[config.mk]
export PLATFORM = sky130hd
export DESIGN_NAME = pipeline_hazard_ctrl_flat
export DESIGN_NICKNAME = d
export VERILOG_FILES = /design/src/rtl/pipeline_hazard_ctrl_pkg.sv /design/src/rtl/pipeline_hazard_ctrl_if.sv /design/src/rtl/pipeline_hazard_ctrl_sat_counter.sv /design/src/rtl/pipeline_hazard_ctrl.sv /design/src/flat_wrapper.sv
export SDC_FILE = /design/constraint.sdc
export NUM_CORES = 1
export LEC_CHECK = 0
export CAP_MARGIN = 15
export CORE_ASPECT_RATIO = 1.75
export CORE_MARGIN = 10
export CORE_UTILIZATION = 48
export DETAILED_ROUTE_END_ITERATION = 6
export PLACE_DENSITY_LB_ADDON = 0.08
export SETUP_SLACK_MARGIN = 0.2
export SYNTH_ARGS = -nofsm -noshare
export SYNTH_HDL_FRONTEND = slang
export SYNTH_HIERARCHICAL = 1
export SYNTH_SLANG_ARGS = --single-unit
[constraint.sdc]
create_clock -name clk -period 2.8 [get_ports clk]
set_clock_uncertainty 0.2 [all_clocks]
set_input_delay 0.28 -clock clk [delete_from_list [all_inputs] [get_ports clk]]
set_output_delay 0.28 -clock clk [all_outputs]
set_load 0.03 [all_outputs]
[src/rtl/pipeline_hazard_ctrl_pkg.sv]
// Shared defaults and FSM encoding for the pipeline hazard controller.
// The package name lc3b_types is kept so the rest of the LC-3b codebase can import it.
package lc3b_types;

  localparam int NUM_STAGES_DEF     = 5;
  localparam int MEM_STAGE_DEF      = 3;
  localparam int REDIRECT_STAGE_DEF = 4;
  localparam int CNT_WIDTH_DEF      = 16;

  typedef enum logic {
    RUN   = 1'b0,
    DRAIN = 1'b1
  } hz_state_e;

endpackage

[src/rtl/pipeline_hazard_ctrl_if.sv]
// Hazard-controller bundle: event inputs from the datapath, pipeline-register
// controls and performance counters back to it.
interface pipeline_hazard_ctrl_if #(
  parameter int NUM_STAGES = 5,
  parameter int CNT_WIDTH  = 16
);
  logic                  if_req;
  logic                  if_resp;
  logic                  mem_req;
  logic                  mem_resp;
  logic                  load_use;
  logic                  redirect;
  logic [NUM_STAGES-2:0] stall;
  logic [NUM_STAGES-2:0] bubble;
  logic [NUM_STAGES-2:0] valid;
  logic                  pc_load;
  logic                  mem_kill;
  logic [CNT_WIDTH-1:0]  stall_cycles;
  logic [CNT_WIDTH-1:0]  flush_count;

  modport master (
    output if_req, if_resp, mem_req, mem_resp, load_use, redirect,
    input  stall, bubble, valid, pc_load, mem_kill, stall_cycles, flush_count
  );

  modport slave (
    input  if_req, if_resp, mem_req, mem_resp, load_use, redirect,
    output stall, bubble, valid, pc_load, mem_kill, stall_cycles, flush_count
  );
endinterface

[src/rtl/pipeline_hazard_ctrl_sat_counter.sv]
// Saturating up-counter; holds at all-ones once reached.
module sat_counter #(
  parameter int WIDTH = 16
) (
  input  logic             clk,
  input  logic             reset,
  input  logic             i_inc,
  output logic [WIDTH-1:0] o_count
);

  logic [WIDTH-1:0] r_count;

  function automatic logic [WIDTH-1:0] sat_inc(input logic [WIDTH-1:0] v);
    return (v == '1) ? v : v + WIDTH'(1);
  endfunction

  always_ff @(posedge clk) begin
    if (reset) begin
      r_count <= '0;
    end else if (i_inc) begin
      r_count <= sat_inc(r_count);
    end
  end

  assign o_count = r_count;

endmodule

[src/rtl/pipeline_hazard_ctrl.sv]
// Stall/bubble/flush control for an in-order pipeline, with a DRAIN state that
// waits out a wrong-path data access before the redirect takes effect.
module pipeline_hazard_ctrl
  import lc3b_types::*;
#(
  parameter int NUM_STAGES     = NUM_STAGES_DEF,
  parameter int MEM_STAGE      = MEM_STAGE_DEF,
  parameter int REDIRECT_STAGE = REDIRECT_STAGE_DEF,
  parameter int CNT_WIDTH      = CNT_WIDTH_DEF
) (
  input  logic                   clk,
  input  logic                   reset,
  pipeline_hazard_ctrl_if.slave  bus
);

  localparam int NR = NUM_STAGES - 1;

  function automatic logic [NR-1:0] below(input int n);
    logic [NR-1:0] m;
    for (int i = 0; i < NR; i++) m[i] = (i < n);
    return m;
  endfunction

  function automatic logic [NR-1:0] at(input int n);
    logic [NR-1:0] m;
    for (int i = 0; i < NR; i++) m[i] = (i == n);
    return m;
  endfunction

  localparam logic [NR-1:0] BELOW_MEM = below(MEM_STAGE);
  localparam logic [NR-1:0] BELOW_RED = below(REDIRECT_STAGE);
  localparam logic [NR-1:0] AT_MEM    = at(MEM_STAGE);
  localparam logic [NR-1:0] AT_0      = at(0);
  localparam logic [NR-1:0] AT_1      = at(1);

  hz_state_e     r_state, w_state_nxt;
  logic [NR-1:0] r_valid, w_valid_nxt, w_shift;
  logic [NR-1:0] w_stall, w_bubble, w_flush;
  logic          w_pc_load, w_mem_kill, w_flush_inc, w_mw, w_iw;

  assign w_mw    = bus.mem_req & ~bus.mem_resp & r_valid[MEM_STAGE-1];
  assign w_iw    = bus.if_req & ~bus.if_resp;
  assign w_shift = {r_valid[NR-2:0], bus.if_resp};

  always_comb begin
    w_state_nxt = r_state;
    w_stall     = '0;
    w_bubble    = '0;
    w_flush     = '0;
    w_pc_load   = 1'b0;
    w_mem_kill  = 1'b0;
    w_flush_inc = 1'b0;
    if (reset) begin
      w_bubble    = '1;
      w_state_nxt = RUN;
    end else begin
      case (r_state)
        RUN: begin
          if (bus.redirect && !w_mw) begin
            w_bubble    = BELOW_RED;
            w_flush     = BELOW_RED;
            w_pc_load   = 1'b1;
            w_flush_inc = 1'b1;
          end else if (bus.redirect) begin
            // The data access cannot be cancelled mid-flight; flush now, load PC once it completes.
            w_flush     = BELOW_RED;
            w_stall     = BELOW_MEM;
            w_bubble    = AT_MEM;
            w_flush_inc = 1'b1;
            w_state_nxt = DRAIN;
          end else if (w_mw) begin
            w_stall  = BELOW_MEM;
            w_bubble = AT_MEM;
          end else if (bus.load_use) begin
            w_stall  = AT_0;
            w_bubble = AT_1;
          end else if (w_iw) begin
            w_bubble = AT_0;
          end else begin
            w_pc_load = bus.if_resp;
          end
        end
        DRAIN: begin
          w_mem_kill = 1'b1;
          w_stall    = BELOW_MEM;
          if (bus.mem_resp) begin
            w_pc_load   = 1'b1;
            w_bubble    = BELOW_RED;
            w_state_nxt = RUN;
          end else begin
            w_bubble = AT_MEM;
          end
        end
        default: w_state_nxt = RUN;
      endcase
    end
  end

  always_comb begin
    w_valid_nxt = '0;
    for (int i = 0; i < NR; i++) begin
      if (w_flush[i] || w_bubble[i]) begin
        w_valid_nxt[i] = 1'b0;
      end else if (w_stall[i]) begin
        w_valid_nxt[i] = r_valid[i];
      end else begin
        w_valid_nxt[i] = w_shift[i];
      end
    end
  end

  always_ff @(posedge clk) begin
    if (reset) begin
      r_state <= RUN;
      r_valid <= '0;
    end else begin
      r_state <= w_state_nxt;
      r_valid <= w_valid_nxt;
    end
  end

  sat_counter #(.WIDTH(CNT_WIDTH)) u_stall_cnt (
    .clk     (clk),
    .reset   (reset),
    .i_inc   (|w_stall),
    .o_count (bus.stall_cycles)
  );

  sat_counter #(.WIDTH(CNT_WIDTH)) u_flush_cnt (
    .clk     (clk),
    .reset   (reset),
    .i_inc   (w_flush_inc),
    .o_count (bus.flush_count)
  );

  assign bus.stall    = w_stall;
  assign bus.bubble   = w_bubble;
  assign bus.valid    = r_valid;
  assign bus.pc_load  = w_pc_load;
  assign bus.mem_kill = w_mem_kill;

endmodule

[src/flat_wrapper.sv]
// flat-port wrapper written by rule: the top's interface ports become plain ports
module pipeline_hazard_ctrl_flat import lc3b_types::*;
#(
  parameter int NUM_STAGES     = NUM_STAGES_DEF,
  parameter int MEM_STAGE      = MEM_STAGE_DEF,
  parameter int REDIRECT_STAGE = REDIRECT_STAGE_DEF,
  parameter int CNT_WIDTH      = CNT_WIDTH_DEF
)
  (clk, reset, bus_if_req, bus_if_resp, bus_mem_req, bus_mem_resp, bus_load_use, bus_redirect, bus_stall, bus_bubble, bus_valid, bus_pc_load, bus_mem_kill, bus_stall_cycles, bus_flush_count);
  pipeline_hazard_ctrl_if #(.NUM_STAGES(NUM_STAGES), .CNT_WIDTH(CNT_WIDTH)) bus_i ();
  input  logic clk;
  input  logic reset;
  input wire logic [$bits(bus_i.if_req)-1:0] bus_if_req;
  input wire logic [$bits(bus_i.if_resp)-1:0] bus_if_resp;
  input wire logic [$bits(bus_i.mem_req)-1:0] bus_mem_req;
  input wire logic [$bits(bus_i.mem_resp)-1:0] bus_mem_resp;
  input wire logic [$bits(bus_i.load_use)-1:0] bus_load_use;
  input wire logic [$bits(bus_i.redirect)-1:0] bus_redirect;
  output wire logic [$bits(bus_i.stall)-1:0] bus_stall;
  output wire logic [$bits(bus_i.bubble)-1:0] bus_bubble;
  output wire logic [$bits(bus_i.valid)-1:0] bus_valid;
  output wire logic [$bits(bus_i.pc_load)-1:0] bus_pc_load;
  output wire logic [$bits(bus_i.mem_kill)-1:0] bus_mem_kill;
  output wire logic [$bits(bus_i.stall_cycles)-1:0] bus_stall_cycles;
  output wire logic [$bits(bus_i.flush_count)-1:0] bus_flush_count;
  assign bus_i.if_req = bus_if_req;
  assign bus_i.if_resp = bus_if_resp;
  assign bus_i.mem_req = bus_mem_req;
  assign bus_i.mem_resp = bus_mem_resp;
  assign bus_i.load_use = bus_load_use;
  assign bus_i.redirect = bus_redirect;
  assign bus_stall = bus_i.stall;
  assign bus_bubble = bus_i.bubble;
  assign bus_valid = bus_i.valid;
  assign bus_pc_load = bus_i.pc_load;
  assign bus_mem_kill = bus_i.mem_kill;
  assign bus_stall_cycles = bus_i.stall_cycles;
  assign bus_flush_count = bus_i.flush_count;
  pipeline_hazard_ctrl #(.NUM_STAGES(NUM_STAGES), .MEM_STAGE(MEM_STAGE), .REDIRECT_STAGE(REDIRECT_STAGE), .CNT_WIDTH(CNT_WIDTH)) u_core (.clk(clk), .reset(reset), .bus(bus_i));
endmodule
# ---- Yosys cells after proc, flatten, opt, wreduce, memory -nomap -nowiden
# Cells that the tools add are included.
dict set report word_totals {
  in_bits 8
  word_cells 67
  register_bits 37
}
dict set report classes {
  n_reduce_logical 13
  addsub 2
  eq_ne 2
  n_bitwise 8
  mux 35
}
# operator n
set ops {}
lappend ops {{$mux 4} 13}
lappend ops {{$add 16x1->16 const B} 2}
lappend ops {{$eq 16x16->1 const B} 2}
lappend ops {{$mux 1} 17}
lappend ops {{$pmux 4 s2} 2}
lappend ops {{$reduce_or 2->1} 4}
lappend ops {{$not 1->1} 5}
lappend ops {{$logic_or 1x1->1} 4}
lappend ops {{$pmux 1 s2} 2}
lappend ops {{$reduce_and 2->1} 2}
lappend ops {{$reduce_or 4->1} 1}
lappend ops {{$and 1x1->1} 3}
lappend ops {{$mux 3} 1}
lappend ops {{$logic_and 1x1->1} 1}
lappend ops {{$logic_not 1->1} 1}

# ---- Depth between registers and ports, before layout
# Gate-level depths: netlist (run 1).
dict set report logic_depth {
  depth_word 11
  ltp_mapped 8
  depth_no_buf 7
}

# ---- Hierarchy
# Netlist (run 1), hierarchy kept.
# module area_each_um2 cells_each instances
set modules_own_cells {}
lappend modules_own_cells {sat_counter 833.3 96 2}
lappend modules_own_cells {pipeline_hazard_ctrl 380.4 51 1}

# ---- Least setup slack after synthesis (run 1)
# OpenSTA, ideal clock, no wires.
dict set report synth_path {
  path_kind {register to register}
  from {register u_core.r_valid[2] (netlist: u_core/bus.valid[2])}
  to {register u_core.u_stall_cnt.r_count[15] (netlist: u_core/u_stall_cnt/o_count[15])}
  synth_period_minus_slack_ns 2.680
  path_stages_with_launch 9
  setup_slack_ns 0.120
  setup_ns 0.121
  arrival_time_ns 2.360
  cell_sequence {dfxtp_1 > and3b_2 > nor2_4 > a21oi_1 > nand2_1 > or3_1 > clkbuf_2 > nor4_1 > mux2_2}
}
dict set report synth_between {
  elab_chain_cells 8
  elab_cells_between_ends 10
  cone_classes {mux: 5; bitwise: 1; reduce/logical: 4}
}
# element line_no
set synth_lines {}
lappend synth_lines {{start, declared} pipeline_hazard_ctrl.sv:37} ;# logic [NR-1:0] r_valid, w_valid_nxt, w_shift;
lappend synth_lines {{start signal, assigned} pipeline_hazard_ctrl.sv:118} ;# r_valid <= w_valid_nxt;
lappend synth_lines {{$and 1x1->1 *} pipeline_hazard_ctrl.sv:41} ;# assign w_mw = bus.mem_req & ~bus.mem_resp & r_valid[MEM_STAGE-1];
lappend synth_lines {{$mux 4 or $logic_not 1->1 (tied branches)} {pipeline_hazard_ctrl.sv:71, pipeline_hazard_ctrl.sv:59}}
lappend synth_lines {{$mux 4 or $logic_and 1x1->1 (tied branches)} {pipeline_hazard_ctrl.sv:64, pipeline_hazard_ctrl.sv:59}}
lappend synth_lines {{$mux 4 *} pipeline_hazard_ctrl.sv:59} ;# if (bus.redirect && !w_mw) begin
lappend synth_lines {{$pmux 4 s2 *} pipeline_hazard_ctrl.sv:57} ;# case (r_state)
lappend synth_lines {{$mux 4 *} pipeline_hazard_ctrl.sv:53} ;# if (reset) begin
lappend synth_lines {{$reduce_or 4->1 *} pipeline_hazard_ctrl.sv:125} ;# .i_inc (|w_stall),
lappend synth_lines {{$reduce_and 2->1 (no source line) *} --}
lappend synth_lines {{end signal, assigned} pipeline_hazard_ctrl_sat_counter.sv:21} ;# r_count <= sat_inc(r_count);
lappend synth_lines {{end, declared} pipeline_hazard_ctrl_sat_counter.sv:11} ;# logic [WIDTH-1:0] r_count;
# Every way passes the cells marked *; elsewhere a longest branch is shown, timed or not.
# A chain may end at the register's enable or synchronous reset.

# ---- Worst setup path in the final report (run 1)
dict set report layout_path {
  from {input port bus_mem_req}
  to {output port bus_stall[1]}
}
dict set report layout_between {
  elab_chain_cells 7
  elab_cells_between_ends 9
  cone_classes {mux: 5; bitwise: 2; reduce/logical: 2}
}
# element line_no
set layout_lines {}
lappend layout_lines {{start, declared} flat_wrapper.sv:15} ;# input wire logic [$bits(bus_i.mem_req)-1:0] bus_mem_req;
lappend layout_lines {{$and 1x1->1 * (2 in a row)} pipeline_hazard_ctrl.sv:41}
lappend layout_lines {{$mux 4 or $logic_not 1->1 (tied branches)} {pipeline_hazard_ctrl.sv:71, pipeline_hazard_ctrl.sv:59}}
lappend layout_lines {{$mux 4 or $logic_and 1x1->1 (tied branches)} {pipeline_hazard_ctrl.sv:64, pipeline_hazard_ctrl.sv:59}}
lappend layout_lines {{$mux 4 *} pipeline_hazard_ctrl.sv:59}
lappend layout_lines {{$pmux 4 s2 *} pipeline_hazard_ctrl.sv:57}
lappend layout_lines {{$mux 4 *} pipeline_hazard_ctrl.sv:53}
lappend layout_lines {{end, declared} flat_wrapper.sv:19} ;# output wire logic [$bits(bus_i.stall)-1:0] bus_stall;
# Marked as above.

==> flow_summary_export.csv, run 1 <==
group,metric,value,unit
outcome,outcome,"finished, final reports clean",
logic_synthesis,post_synth_instance_area,0.00205,mm^2
global_routing,antenna_violations_before_repair,0,
critical_path,timing_worst_setup_path_type,"in2out",
layout,fill_cells,358,
clock_network,cts-hold-fix-buffers,0,
layout,syn2layout_area_growth,32.9,%
floorplan,die_area,0.00738,mm^2
timing,setup_viol_count_final,0,
pwr,worst_vdd_drop,0.401,mV
critical_path,arrival_time_of_the_worst_setup_path,2.01,ns
global_routing,grt_first_pass_wirelength,9.40,mm
critical_path,critical_path.max_fanout,4,
clock_network,cts.clk_slew.worst_paths,0.07,ns
floorplan,rows,31,
flow_run,maxCapViolations,0,
layout,num-nets-final,314,
clock_network,cts_tree,"done",
logic_synthesis,synth.top_cells.by_count,"37 x sky130_fd_sc_hd__dfxtp_1, 25 x sky130_fd_sc_hd__nor2_1, 21 x sky130_fd_sc_hd__nand2_1",
floorplan,core-area,0.00415,mm^2
floorplan,die_height,106,um
timing,finalHoldViolations,0,
route,drt-vias-per-instance,5.93,
route,firstDrtPassIters,4,
critical_path,required_time_at_the_worst_slack_endpoint,2.32,ns
global_routing,grt_max_degree,28,
logic_synthesis,async_reset_ff_share,0,%
global_routing,first_global_vias,2103,
logic_synthesis,count_of_flip_flops_with_a_built_in_enable_after_synthesis,0,
layout,stdcell_count,354,
placement,placement.setup.worst_slack,0.107,ns
clock_network,cts-buffers-inserted,5,
timing,finalCriticalPeriod,2.49,ns
floorplan,initial_core_util,49.3,%
placement,routability_driven_placement_congestion_ratio,0.904,
pwr,p_per_area,368,mW/mm^2
logic_synthesis,synth_fp_nets,253,
critical_path,setup.worst_path.start_class,"input port",
route,drt_drc_violations_left,0,
route,route.final.wire_length,5.50,mm
pwr,p_leak,0.916,nW
placement,placement.io_buffers,52,
global_routing,global_route.usage.total,14.8,%
timing,clock.fmax,401,MHz
global_routing,remaining_global_route_overflow,0,
timing,layout_worst_path_cycle_share,89.0,%
clock_network,htree_levels,2,
logic_synthesis,synth_area_leader_cell,"sky130_fd_sc_hd__dfxtp_1",
route,routed-via-count,2099,
timing,finalSetupTns,0,ns
placement,dp.cells,346,
clock_network,post-cts-setup-buffer-count,0,
logic_synthesis,synth-seq-cells,37,
logic_synthesis,dominant_cells_by_area_after_synthesis,"sky130_fd_sc_hd__dfxtp_1 36%, sky130_fd_sc_hd__nor2_1 4.6%, sky130_fd_sc_hd__nand3_1 3.9%",
route,wl_per_cell,15.5,um
floorplan,i_o_pins,54,
layout,final_layout_size_suffix_gt1_share,15.1,%
logic_synthesis,post-synth-top-count-cell,"sky130_fd_sc_hd__dfxtp_1",
logic_synthesis,synthesis.area_per_instance,8.42,um^2
clock_network,clkLatencyLatePin,0.29,ns
pwr,report.power.total,1.00,mW
floorplan,dieWidth,69.4,um
timing,rsz0062_at_grt,"no",
clock_network,cts.sink_count,37,
timing,fin_ws,0.307,ns
clock_network,cts_root_buffer,"sky130_fd_sc_hd__clkbuf_8",
logic_synthesis,synth-seq-area-share,36.2,%
logic_synthesis,yosysTopAreaCellShare,36.2,%
placement,hpwlAfterDp,4.22,mm
logic_synthesis,syn_inst,243,
logic_synthesis,synth_ff_type,"sky130_fd_sc_hd__dfxtp_1",
timing,timing_worst_slew_pin_value,0.796,ns
timing,timing.final.max_slew_violations,0,
logic_synthesis,yosysUniqueCellTypes,49,
clock_network,clock_path_buffers,2,
route,drt_first_iter_violations,134,
timing,slew_headroom,46.4,%
critical_path,worstSetupEndpointType,"primary output",
route,antenna_left,0,
logic_synthesis,synth.yosys.warnings,6,
hold_path,hp-class,"reg2reg",
layout,diodes,0,
[registers in the layout, indices dropped and copies added (netlist names)]
signal	count
u_core/bus.valid	4
u_core/u_flush_cnt/o_count	16
u_core/r_state	1
u_core/u_stall_cnt/o_count	16
[critical path, stage by stage]
cell,delay (ns)
sky130_fd_sc_hd__clkdlybuf4s50_1,0.48
sky130_fd_sc_hd__and3b_2,0.23
sky130_fd_sc_hd__nor2_4,0.04
sky130_fd_sc_hd__buf_4,0.15
sky130_fd_sc_hd__nor2_1,0.13
sky130_fd_sc_hd__clkdlybuf4s50_1,0.70
[per-layer routing]
metal | GRT usage, % | vias up | wire, um
li1 | - | 1037 | -
met1 | 13.6 | 1009 | 2060
met2 | 27.8 | 44 | 3010
met3 | 5.31 | 9 | 325
met4 | 6.94 | 0 | 100
met5 | 0 | - | 0
[area by class of cell]
cell class	instances	area, um^2	area share, %
clock inverters	2	10.0	0.368
repair buffers	64	601	22.1
multi-input cells	190	1210	44.6
inverters	6	22.5	0.828
clock buffers	6	72.6	2.67
flip-flops and latches	37	742	27.3
well taps	49	61.3	2.25
[final timing paths]
| kind | from | depth (start not counted) | endpoint | slack (ns) |
|---|---|---|---|---|
| setup / recovery | bus_mem_req | 6 | bus_stall[1] | 0.31 |
| hold / removal | u_core/bus.valid[1] | 2 | u_core/bus.valid[2] | 0.29 |
| setup reg to reg | u_core/bus.valid[2] | 7 | u_core/u_stall_cnt/o_count[15] | 0.52 |
| hold reg to reg | u_core/bus.valid[1] | 2 | u_core/bus.valid[2] | 0.29 |
[layout by cell type, fill, tap and decap left out, types with 8 or more instances in the layout]
master | Yosys | final
sky130_fd_sc_hd__nand3_1 | 16 | 16
sky130_fd_sc_hd__dfxtp_1 | 37 | 36
sky130_fd_sc_hd__nor3_1 | 8 | 8
sky130_fd_sc_hd__nand2_1 | 21 | 21
sky130_fd_sc_hd__buf_4 | 4 | 17
sky130_fd_sc_hd__o31ai_1 | 8 | 8
sky130_fd_sc_hd__a21oi_1 | 15 | 14
sky130_fd_sc_hd__nor2_1 | 25 | 25
sky130_fd_sc_hd__nand4_1 | 9 | 9
sky130_fd_sc_hd__clkdlybuf4s50_1 | 0 | 46
[what timing repair did]
action | CTS | global route
endpoints found under the setup margin | 0 | 2
resized for setup | 0 | 2
hold endpoints to repair | 0 | 0
[kinds of logic (layout without fill, tap and decap cells)]
| kind of cell | count (synthesis) | in the layout | share of synthesized area, % |
|---|---|---|---|
| buffers and inverters | 16 | 78 | 4.77 |
| adder cells (fa/ha/maj) | 2 | 2 | 1.22 |
| multiplexers | 9 | 9 | 4.65 |
| XOR/XNOR | 6 | 6 | 2.57 |
| AO/OA/AOI/OAI | 50 | 50 | 17.2 |
| AND/OR/NAND/NOR | 122 | 122 | 33.2 |
| flip-flops | 37 | 37 | 36.2 |
| other | 1 | 1 | 0.183 |
[power breakdown]
group	internal, mW	leakage (nW)	switching (mW)
clock network	0.173	0.0450	0.195
logic	0.0417	0.572	0.0579
registers	0.529	0.299	0.00460
[stage by stage]
stage | hold slack [ns] | util (%) | area, um^2
4_1_cts | 0.287 | 65.5 | 2720
6_report | 0.289 | 65.6 | 2720
3_3_place_gp | 0.267 | 63.5 | 2640
3_5_place_dp | 0.271 | 63.5 | 2640
2_1_floorplan | 0.159 | - | 2050
5_1_grt | 0.340 | 65.6 | 2720
Note: power is estimated with default switching activity, not from simulation.
==> run 2: changes to the inputs <==
--- a/config.mk
+++ b/config.mk
@@ -10,6 +10,7 @@
 export CORE_MARGIN = 10
 export CORE_UTILIZATION = 48
 export DETAILED_ROUTE_END_ITERATION = 6
+export MAX_ROUTING_LAYER = met4
 export PLACE_DENSITY_LB_ADDON = 0.08
 export SETUP_SLACK_MARGIN = 0.2
 export SYNTH_ARGS = -nofsm -noshare
==> flow_summary_export.csv, run 2 (synthesized netlist as in run 1, its figures left out) <==
group,metric,value,unit
outcome,outcome,"finished, final reports clean",
timing,setup_viol_count_final,0,
timing,timing.final.max_slew_violations,0,
global_routing,remaining_global_route_overflow,0,
floorplan,initial_core_util,49.3,%
route,drt_first_iter_violations,112,
clock_network,post-cts-setup-buffer-count,0,
global_routing,first_global_vias,2099,
floorplan,rows,31,
placement,routability_driven_placement_congestion_ratio,0.919,
route,routed-via-count,2095,
flow_run,maxCapViolations,0,
critical_path,required_time_at_the_worst_slack_endpoint,2.32,ns
floorplan,core-area,0.00415,mm^2
hold_path,hp-class,"reg2reg",
clock_network,cts.clk_slew.worst_paths,0.07,ns
timing,slew_headroom,46.2,%
floorplan,i_o_pins,54,
clock_network,cts-hold-fix-buffers,0,
clock_network,htree_levels,2,
timing,clock.fmax,401,MHz
clock_network,cts-buffers-inserted,5,
critical_path,timing.critical_path.mode_cell,"sky130_fd_sc_hd__clkdlybuf4s50_1",
pwr,p_per_area,368,mW/mm^2
global_routing,antenna_violations_before_repair,0,
floorplan,die_area,0.00738,mm^2
clock_network,cts_root_buffer,"sky130_fd_sc_hd__clkbuf_8",
pwr,p_leak,0.916,nW
timing,finalHoldViolations,0,
route,firstDrtPassIters,4,
timing,rsz0062_at_grt,"no",
clock_network,cts_tree,"done",
critical_path,timing.critical_path.cells,"clkdlybuf4s50_1 > and3b_2 > nor2_4 > buf_4 > nor2_1 > clkdlybuf4s50_1",
floorplan,die_height,106,um
route,wl_per_cell,15.5,um
global_routing,global_route.usage.total,15.1,%
timing,finalCriticalPeriod,2.49,ns
route,antenna_left,0,
critical_path,timing_worst_setup_path_type,"in2out",
critical_path,critical_path_buf_inv_count,3,
route,route.final.wire_length,5.50,mm
clock_network,cts.sink_count,37,
clock_network,clock_path_buffers,2,
global_routing,grt_max_degree,28,
clock_network,clkLatencyLatePin,0.29,ns
critical_path,critPathTopFamily,"buffers and inverters",
floorplan,dieWidth,69.4,um
critical_path,worstSetupEndpointType,"primary output",
layout,most-common-layout-cells,"46 x sky130_fd_sc_hd__clkdlybuf4s50_1, 36 x sky130_fd_sc_hd__dfxtp_1, 25 x sky130_fd_sc_hd__nor2_1, 21 x sky130_fd_sc_hd__nand2_1, 17 x sky130_fd_sc_hd__buf_4",
layout,syn2layout_area_growth,32.9,%
timing,finalSetupTns,0,ns
route,drt-vias-per-instance,5.92,
route,drt_drc_violations_left,0,
global_routing,grt_first_pass_wirelength,9.38,mm
critical_path,critical_path.slowest_cell,"sky130_fd_sc_hd__clkdlybuf4s50_1",
pwr,report.power.total,1.00,mW
layout,layout_commonest_cell,"sky130_fd_sc_hd__clkdlybuf4s50_1",
placement,placement.io_buffers,52,
critical_path,arrival_time_of_the_worst_setup_path,2.01,ns
timing,layout_worst_path_cycle_share,89.0,%
timing,timing_worst_slew_pin_value,0.800,ns
critical_path,setup.worst_path.start_class,"input port",
placement,hpwlAfterDp,4.22,mm
layout,diodes,0,
layout,final_layout_size_suffix_gt1_share,15.1,%
critical_path,cp_slowest_stage_delay,0.70,ns
pwr,worst_vdd_drop,0.402,mV
layout,num-nets-final,314,
critical_path,critical_path.max_fanout,4,
## run 2: cell counts in the layout (fill, tap and decap cells not counted)
Identical to the previous run, type by type.
## run 2: through the flow
stage          hold slack (ns)  setup WS [ns]  instances  util, %  instance area [um^2]
3_3_place_gp             0.267          0.130        346     63.5                  2640
6_report                 0.291          0.308        354     65.6                  2720
5_1_grt                  0.340          0.215        354     65.6                  2720
4_1_cts                  0.287          0.267        354     65.5                  2720
3_5_place_dp             0.271          0.107        346     63.5                  2640
2_1_floorplan            0.159          0.241        243        -                  2050
## run 2: what timing repair did
item	in CTS	in global routing
hold endpoints to repair	0	0
gates resized for setup	0	2
setup endpoints to repair	0	2
## run 2: layout make-up
cell class | count | area, um^2
repair buffers | 64 | 601
inverters | 6 | 22.5
clock inverters | 2 | 10.0
multi-input cells | 190 | 1210
fillers | 358 | 1430
clock buffers | 6 | 72.6
well taps | 49 | 61.3
flip-flops and latches | 37 | 742
## run 2: metal layers
layer	share of wire [%]	global-route usage, %	up-vias	wire length, um
met2	55	27.8	45	3000
met4	1.8	6.94	0	100
met3	5.4	5.03	9	296
met1	38	13.7	1008	2100
met5	0	-	-	0
li1	-	-	1033	-
## run 2: power by group
group | internal (mW) | switching, mW | leakage (nW)
Clock | 0.173 | 0.196 | 0.0450
Sequential | 0.529 | 0.00453 | 0.299
Combinational | 0.0417 | 0.0580 | 0.572
## run 2: final timing paths
| check | startpoint | end | slack [ns] | cells after the start |
|---|---|---|---|---|
| worst max-delay path | bus_mem_req | bus_stall[1] | 0.31 | 6 |
| worst min-delay path | u_core/bus.valid[1] | u_core/bus.valid[2] | 0.29 | 2 |
| worst max register to register | u_core/bus.valid[2] | u_core/u_stall_cnt/o_count[15] | 0.52 | 7 |
| worst min register to register | u_core/bus.valid[1] | u_core/bus.valid[2] | 0.29 | 2 |
## run 2: worst register-to-register path: stages, from the launching register on
cell and delay, ns:
sky130_fd_sc_hd__dfxtp_1 0.35, sky130_fd_sc_hd__and3b_2 0.24, sky130_fd_sc_hd__nor2_4 0.04, sky130_fd_sc_hd__a21oi_2 0.20
sky130_fd_sc_hd__nand2_1 0.07, sky130_fd_sc_hd__or3_1 0.41, sky130_fd_sc_hd__nor4_1 0.29, sky130_fd_sc_hd__mux2_2 0.37
